File: config.mk
export PLATFORM = sky130hd
export DESIGN_NAME = router_pkt_tx_flat
export DESIGN_NICKNAME = d
export VERILOG_FILES = /design/src/rtl/router_pkt_tx_pkg.sv /design/src/rtl/router_pkt_tx_if.sv /design/src/rtl/router_tx_buf.sv /design/src/rtl/router_pkt_tx.sv /design/src/flat_wrapper.sv
export SDC_FILE = /design/constraint.sdc
export NUM_CORES = 1
export LEC_CHECK = 0
export CAP_MARGIN = 15
export CORE_ASPECT_RATIO = 0.8
export CORE_MARGIN = 2
export CORE_UTILIZATION = 40
export CTS_CLUSTER_DIAMETER = 200
export DETAILED_ROUTE_END_ITERATION = 7
export MAX_ROUTING_LAYER = met4
export PLACE_DENSITY = 0.64
export SETUP_SLACK_MARGIN = 0.15
export SKIP_CTS_REPAIR_TIMING = 1
export SLEW_MARGIN = 10
export SYNTH_ARGS = -nofsm -noshare
export SYNTH_HDL_FRONTEND = slang
export SYNTH_SLANG_ARGS = --single-unit
File: constraint.sdc
create_clock -name clock -period 7.35 [get_ports clock]
set_input_delay 1.47 -clock clock [delete_from_list [all_inputs] [get_ports clock]]
set_output_delay 1.47 -clock clock [all_outputs]
set_load 0.01 [all_outputs]
File: src/rtl/router_pkt_tx_pkg.sv
// Shared router definitions: packet header field layout and the TX sequencer states.
package router_pkt_tx_pkg;
    localparam int DW       = 8;
    localparam int ADDR_LSB = 0;
    localparam int ADDR_W   = 2;
    localparam int LEN_LSB  = 2;
    localparam int LEN_W    = 6;
    localparam logic [ADDR_W-1:0] ADDR_INVALID = 2'b11;

    typedef enum logic [2:0] {
        TX_IDLE,
        TX_HEADER,
        TX_PAYLOAD,
        TX_PARITY,
        TX_DRAIN
    } tx_state_e;

    function automatic logic [DW-1:0] mk_header(input logic [LEN_W-1:0] len,
                                                input logic [ADDR_W-1:0] addr);
        logic [DW-1:0] hdr;
        hdr = '0;
        hdr[LEN_LSB +: LEN_W]   = len;
        hdr[ADDR_LSB +: ADDR_W] = addr;
        return hdr;
    endfunction
endpackage

File: src/rtl/router_pkt_tx_if.sv
// Host-side load/start controls plus the router input-port handshake.
interface router_pkt_tx_if;
    import router_pkt_tx_pkg::*;

    logic              wr_en;
    logic [DW-1:0]     wr_data;
    logic              start;
    logic [ADDR_W-1:0] dest_addr;
    logic              busy;
    logic              pkt_valid;
    logic [DW-1:0]     data_out;
    logic              tx_active;
    logic              tx_done;
    logic              err;
    logic [LEN_W-1:0]  buf_count;

    modport master (
        input  wr_en, wr_data, start, dest_addr, busy,
        output pkt_valid, data_out, tx_active, tx_done, err, buf_count
    );

    modport slave (
        output wr_en, wr_data, start, dest_addr, busy,
        input  pkt_valid, data_out, tx_active, tx_done, err, buf_count
    );
endinterface

File: src/rtl/router_tx_buf.sv
// Payload byte buffer: append-only writes, whole-buffer clear, combinational read.
module router_tx_buf
    import router_pkt_tx_pkg::*;
#(
    parameter int DEPTH = 64,
    parameter int AW    = 6
) (
    input  logic          clock,
    input  logic          resetn,
    input  logic          wr_en,
    input  logic [DW-1:0] wr_data,
    input  logic          clr,
    input  logic [AW-1:0] rd_ptr,
    output logic [AW-1:0] count,
    output logic [DW-1:0] rd_data
);
    logic [DW-1:0] mem [DEPTH];

    // Contents need no reset; count alone decides what is valid.
    always_ff @(posedge clock) begin
        if (wr_en) mem[count] <= wr_data;
    end

    always_ff @(posedge clock or negedge resetn) begin
        if (!resetn)    count <= '0;
        else if (clr)   count <= '0;
        else if (wr_en) count <= count + AW'(1);
    end

    assign rd_data = mem[rd_ptr];
endmodule

File: src/rtl/router_pkt_tx.sv
// Router input-port packet source: header, buffered payload, then parity,
// stalling on router busy and waiting out the router's parity check before done.
module router_pkt_tx
    import router_pkt_tx_pkg::*;
#(
    parameter int MAX_LEN = 63
) (
    input logic             clock,
    input logic             resetn,
    router_pkt_tx_if.master bus
);
    tx_state_e        state;
    logic [LEN_W-1:0] len_q, rd_ptr, rd_addr, buf_cnt, cnt_eff;
    logic [DW-1:0]    data_q, par_q, rd_data;
    logic             pvld_q, act_q, done_q, err_q;
    logic [1:0]       seen;   // [0] busy observed high, [1] grace cycle elapsed
    logic             wr_ok, drain_done;

    assign wr_ok   = bus.wr_en && (state == TX_IDLE) && (buf_cnt < LEN_W'(MAX_LEN));
    // A write in the same cycle as start counts toward the packet length.
    assign cnt_eff = buf_cnt + LEN_W'(wr_ok);
    // Output register is loaded one byte ahead, so read the next index.
    assign rd_addr = (state == TX_HEADER) ? '0 : rd_ptr + LEN_W'(1);
    assign drain_done = (state == TX_DRAIN) && !bus.busy && (seen != 2'b00);

    router_tx_buf #(.DEPTH(64), .AW(LEN_W)) u_buf (
        .clock   (clock),
        .resetn  (resetn),
        .wr_en   (wr_ok),
        .wr_data (bus.wr_data),
        .clr     (drain_done),
        .rd_ptr  (rd_addr),
        .count   (buf_cnt),
        .rd_data (rd_data)
    );

    always_ff @(posedge clock or negedge resetn) begin
        if (!resetn) begin
            state  <= TX_IDLE;
            len_q  <= '0;
            rd_ptr <= '0;
            data_q <= '0;
            par_q  <= '0;
            pvld_q <= 1'b0;
            act_q  <= 1'b0;
            done_q <= 1'b0;
            err_q  <= 1'b0;
            seen   <= 2'b00;
        end else begin
            done_q <= 1'b0;
            err_q  <= 1'b0;
            case (state)
                TX_IDLE: if (bus.start) begin
                    if (cnt_eff == '0 || bus.dest_addr == ADDR_INVALID) begin
                        err_q <= 1'b1;
                    end else begin
                        state  <= TX_HEADER;
                        len_q  <= cnt_eff;
                        rd_ptr <= '0;
                        pvld_q <= 1'b1;
                        act_q  <= 1'b1;
                        data_q <= mk_header(cnt_eff, bus.dest_addr);
                    end
                end
                TX_HEADER: if (!bus.busy) begin
                    par_q  <= data_q;
                    data_q <= rd_data;
                    rd_ptr <= '0;
                    state  <= TX_PAYLOAD;
                end
                TX_PAYLOAD: if (!bus.busy) begin
                    par_q <= par_q ^ data_q;
                    if (rd_ptr == len_q - LEN_W'(1)) begin
                        state  <= TX_PARITY;
                        pvld_q <= 1'b0;
                        data_q <= par_q ^ data_q;
                    end else begin
                        rd_ptr <= rd_ptr + LEN_W'(1);
                        data_q <= rd_data;
                    end
                end
                TX_PARITY: if (!bus.busy) begin
                    state  <= TX_DRAIN;
                    data_q <= '0;
                    seen   <= 2'b00;
                end
                TX_DRAIN: begin
                    if (drain_done) begin
                        state  <= TX_IDLE;
                        done_q <= 1'b1;
                        act_q  <= 1'b0;
                    end else begin
                        seen[1] <= 1'b1;
                        if (bus.busy) seen[0] <= 1'b1;
                    end
                end
                default: state <= TX_IDLE;
            endcase
        end
    end

    assign bus.pkt_valid = pvld_q;
    assign bus.data_out  = data_q;
    assign bus.tx_active = act_q;
    assign bus.tx_done   = done_q;
    assign bus.err       = err_q;
    assign bus.buf_count = buf_cnt;
endmodule

File: src/flat_wrapper.sv
// flat-port wrapper written by rule: the top's interface ports become plain ports
module router_pkt_tx_flat import router_pkt_tx_pkg::*;
#(
    parameter int MAX_LEN = 63
)
  (clock, resetn, bus_wr_en, bus_wr_data, bus_start, bus_dest_addr, bus_busy, bus_pkt_valid, bus_data_out, bus_tx_active, bus_tx_done, bus_err, bus_buf_count);
  router_pkt_tx_if bus_i ();
  input logic clock;
  input logic resetn;
  input wire logic [$bits(bus_i.wr_en)-1:0] bus_wr_en;
  input wire logic [$bits(bus_i.wr_data)-1:0] bus_wr_data;
  input wire logic [$bits(bus_i.start)-1:0] bus_start;
  input wire logic [$bits(bus_i.dest_addr)-1:0] bus_dest_addr;
  input wire logic [$bits(bus_i.busy)-1:0] bus_busy;
  output wire logic [$bits(bus_i.pkt_valid)-1:0] bus_pkt_valid;
  output wire logic [$bits(bus_i.data_out)-1:0] bus_data_out;
  output wire logic [$bits(bus_i.tx_active)-1:0] bus_tx_active;
  output wire logic [$bits(bus_i.tx_done)-1:0] bus_tx_done;
  output wire logic [$bits(bus_i.err)-1:0] bus_err;
  output wire logic [$bits(bus_i.buf_count)-1:0] bus_buf_count;
  assign bus_i.wr_en = bus_wr_en;
  assign bus_i.wr_data = bus_wr_data;
  assign bus_i.start = bus_start;
  assign bus_i.dest_addr = bus_dest_addr;
  assign bus_i.busy = bus_busy;
  assign bus_pkt_valid = bus_i.pkt_valid;
  assign bus_data_out = bus_i.data_out;
  assign bus_tx_active = bus_i.tx_active;
  assign bus_tx_done = bus_i.tx_done;
  assign bus_err = bus_i.err;
  assign bus_buf_count = bus_i.buf_count;
  router_pkt_tx #(.MAX_LEN(MAX_LEN)) u_core (.clock(clock), .resetn(resetn), .bus(bus_i));
endmodule
==> impl_metrics.sql <==
INSERT INTO impl_metrics (metric_group, metric, value, unit) VALUES
('final_layout', 'finalNetCount', '1609', ''),
('clocking', 'cts.path.max_buffers', '3', ''),
('synthesis', 'yosysWarningCount', '0', ''),
('pwr', 'switchingPower', '0.003757', 'W'),
('clocking', 'cts.htree.levels', '2', ''),
('critical_path', 'worstPathMaxFanout', '35', ''),
('drt', 'detail_route.iter0.violations', '2120', ''),
('clocking', 'cts.reportedPaths.clkPinSlew', '0.06', 'ns'),
('sta', 'finalHoldViolations', '0', ''),
('sta', 'grt_setup_unrepaired', 'false', ''),
('hold_path', 'type_of_the_tightest_min_delay_check', 'flop to flop', ''),
('drt', 'ant_nets', '0', ''),
('pwr', 'fin_total_pwr', '0.01013', 'W'),
('drt', 'drc', '0', ''),
('sta', 'timing.final.max_slew_violations', '0', ''),
('synthesis', 'synth.lib_cells_used.distinct', '76', ''),
('synthesis', 'ys_seq_elements', '555', ''),
('critical_path', 'timing.critical_path.required', '7.75', 'ns'),
('global_routing', 'globalRoute.totalOverflow', '0', ''),
('pwr', 'peakVddDrop', '0.2901', 'mV'),
('sta', 'timing.final.crit_share', '0.7301', ''),
('sta', 'totalNegativeSetupSlack', '0', 'ns'),
('critical_path', 'critPathCaptureType', 'flop', ''),
('drt', 'wire_per_inst', '26.68', 'um'),
('synthesis', 'synth_ff_type', 'sky130_fd_sc_hd__edfxtp_1', ''),
('place', 'detailedPlace.worstSlack', '2.314', 'ns'),
('final_layout', 'areaGrowthSynthToFinish', '11.64', '%'),
('sta', 'hold_slack', '0.5557', 'ns'),
('floorplan', 'std_cell_rows', '79', ''),
('critical_path', 'crit_path_dat', '5.77', 'ns'),
('place', 'final_hpwl_from_detailed_placement', '38000', 'um'),
('pwr', 'power.clock.fraction', '0.277', ''),
('flow_run', 'cap_violations', '0', ''),
('drt', 'firstDrtPassIters', '8', ''),
('global_routing', 'via_count_of_the_first_global_routing_pass', '14140', ''),
('final_layout', 'final_common_cell', 'sky130_fd_sc_hd__edfxtp_1', ''),
('final_layout', 'final_cells', '2403', ''),
('synthesis', 'mappedNetlistNets', '1601', ''),
('sta', 'fmax', '186.4', 'MHz'),
('clocking', 'tritoncts', 'done', ''),
('sta', 'timing_worst_slew_pin_value', '1.130', 'ns'),
('global_routing', 'first_pass_grt_wire_length', '94680', 'um'),
('floorplan', 'io_pins', '33', ''),
('final_layout', 'post_route_cells_drive_above_1_share', '0.1187', ''),
('floorplan', 'die_x', '274.3', 'um'),
('synthesis', 'async_reset_ff_frac', '0.07748', ''),
('place', 'post-place-cells', '2302', ''),
('global_routing', 'grt_util_all_layers', '0.2185', ''),
('place', 'finalWeightedCongestion', '0.9156', ''),
('place', 'buffer_ports.inserted', '32', ''),
('synthesis', 'synth.area.top_cells', 'sky130_fd_sc_hd__edfxtp_1 (66%), sky130_fd_sc_hd__dfrtp_1 (4.6%), sky130_fd_sc_hd__mux4_2 (3.5%)', ''),
('clocking', 'clock_tree.root_cell', 'sky130_fd_sc_hd__clkbuf_16', ''),
('run_status', 'run_status', 'complete, no violations', ''),
('drt', 'post_drt_via_cell_ratio', '6.073', ''),
('pwr', 'netSwitchingFraction', '0.3708', ''),
('sta', 'slew_headroom', '0.2444', ''),
('pwr', 'internal_power', '0.006376', 'W'),
('clocking', 'numClockSinks', '555', ''),
('sta', 'finalClockSkew', '0.01666', 'ns'),
('pwr', 'leakagePower', '8.361', 'nW'),
('synthesis', 'synth_top_cell_by_area', 'sky130_fd_sc_hd__edfxtp_1', ''),
('pwr', 'p_seq_frac', '0.385', ''),
('final_layout', 'antennaDiodeCount', '0', ''),
('sta', 'period_needed', '5.366', 'ns'),
('sta', 'setup_slack', '1.984', 'ns'),
('synthesis', 'synth_enable_flop_cells', '512', ''),
('synthesis', 'yosysSeqAreaShare', '0.7035', ''),
('critical_path', 'crit_path_start_kind', 'flop', ''),
('floorplan', 'floorplan.die.height', '220.3', 'um'),
('synthesis', 'syn-instance-count', '1581', ''),
('final_layout', 'layout_common_cells', 'sky130_fd_sc_hd__edfxtp_1 (512), sky130_fd_sc_hd__nand2_1 (125), sky130_fd_sc_hd__nor2_1 (115)', '');
-- routing by layer --
| layer | GRT usage | part of all wire | vias up |
|---|---|---|---|
| met1 | 0.3254 | 0.45 | 7423 |
| met2 | 0.3055 | 0.42 | 822 |
| li1 | - | - | 6240 |
| met4 | 0.05018 | 0.023 | 0 |
| met5 | - | 0 | - |
| met3 | 0.04677 | 0.10 | 109 |
-- state kept, by name (all words and copies together) (netlist names) --
name / flops
u_core.bus.pkt_valid: 1
u_core.bus.data_out: 8
u_core.bus.tx_active: 1
u_core.u_buf.mem: 512
u_core.bus.tx_done: 1
u_core.seen: 2
u_core.rd_ptr: 6
u_core.bus.err: 1
u_core.len_q: 6
u_core.u_buf.count: 6
u_core.state: 3
u_core.par_q: 8
-- logic make-up (layout without fill, tap and decap cells) --
group,Yosys count,in the layout,share of synthesized area
compound gates,339,339,0.1033
xor+xnor,29,29,0.01182
fa+ha+maj,5,5,0.002675
buf+inv,115,168,0.02520
flops,555,555,0.7035
mux,107,107,0.06597
simple gates,431,431,0.08759
-- layout make-up --
cell class | count | area, um^2
sequential | 555 | 16450
clock inverter | 37 | 345.3
clock buffer | 63 | 1416
timing repair buffer | 60 | 510.5
multi-input combinational | 911 | 6386
inverter | 8 | 31.28
tap | 769 | 962.2
fill | 5050 | 31920
-- stage by stage --
step | area (um^2) | util
global placement | 24320 | 0.4191
finish | 26110 | 0.4499
CTS | 26080 | 0.4495
global route | 26110 | 0.4499
detailed placement | 24320 | 0.4191
floorplan | 23380 | -
-- synth_stat cells, types with 8 or more instances --
library cell / number
sky130_fd_sc_hd__edfxtp_1: 512
sky130_fd_sc_hd__nand2_1: 125
sky130_fd_sc_hd__nor2_1: 116
sky130_fd_sc_hd__a21oi_1: 68
sky130_fd_sc_hd__mux2i_1: 54
sky130_fd_sc_hd__o21ai_0: 52
sky130_fd_sc_hd__buf_2: 51
sky130_fd_sc_hd__nand3_1: 46
sky130_fd_sc_hd__dfrtp_1: 43
sky130_fd_sc_hd__mux4_2: 36
sky130_fd_sc_hd__a211oi_1: 35
sky130_fd_sc_hd__clkbuf_1: 35
sky130_fd_sc_hd__a221oi_1: 28
sky130_fd_sc_hd__nor3_1: 27
sky130_fd_sc_hd__a31oi_1: 23
sky130_fd_sc_hd__nand2b_1: 22
sky130_fd_sc_hd__mux2_2: 17
sky130_fd_sc_hd__xnor2_1: 17
sky130_fd_sc_hd__or3_1: 15
sky130_fd_sc_hd__buf_4: 13
sky130_fd_sc_hd__and2_1: 12
sky130_fd_sc_hd__nand4_1: 12
sky130_fd_sc_hd__o22ai_1: 12
sky130_fd_sc_hd__and3_1: 11
sky130_fd_sc_hd__nor4_1: 11
sky130_fd_sc_hd__o311ai_0: 11
sky130_fd_sc_hd__nor2b_1: 10
sky130_fd_sc_hd__o31ai_1: 10
sky130_fd_sc_hd__a311o_1: 9
sky130_fd_sc_hd__o221ai_1: 9
sky130_fd_sc_hd__xor2_1: 9
sky130_fd_sc_hd__a32oi_1: 8
-- path summary, 6_finish.rpt --
| path | to | startpoint | slack (ns) | cells after the start |
|---|---|---|---|---|
| setup / recovery | u_core.bus.data_out[2] | u_core.state[1] | 1.98 | 7 |
| hold / removal | u_core.bus.pkt_valid | u_core.bus.pkt_valid | 0.56 | 2 |
| setup reg to reg | u_core.bus.data_out[2] | u_core.state[1] | 1.98 | 7 |
| hold reg to reg | u_core.bus.pkt_valid | u_core.bus.pkt_valid | 0.56 | 2 |
| max in group asynchronous | u_core.rd_ptr[0] | resetn | 5.55 | 1 |
| min in group asynchronous | u_core.bus.tx_done | resetn | 1.05 | 1 |
-- power groups by stage --
| stage | combinational [W] | clock [W] | sequential (W) |
|---|---|---|---|
| 6_report | 0.00343 | 0.00280 | 0.00390 |
| 5_1_grt | 0.00367 | 0.00295 | 0.00392 |
| 4_1_cts | 0.00338 | 0.00283 | 0.00388 |
| 3_5_place_dp | 0.00336 | 0 | 0.00395 |
| 3_3_place_gp | 0.00331 | 0 | 0.00394 |
| 2_1_floorplan | 0.00238 | 0 | 0.00378 |
-- worst max-delay path, stage by stage, from the launching register on --
cell and delay, ns:
sky130_fd_sc_hd__dfrtp_1 1.06, sky130_fd_sc_hd__or3b_2 0.77, sky130_fd_sc_hd__nand4_2 0.80, sky130_fd_sc_hd__nor2_1 0.93, sky130_fd_sc_hd__a32oi_1 0.25, sky130_fd_sc_hd__and3_1 0.24, sky130_fd_sc_hd__o31ai_1 0.88, sky130_fd_sc_hd__a311oi_1 0.21
Note: power is estimated with default switching activity, not from simulation.
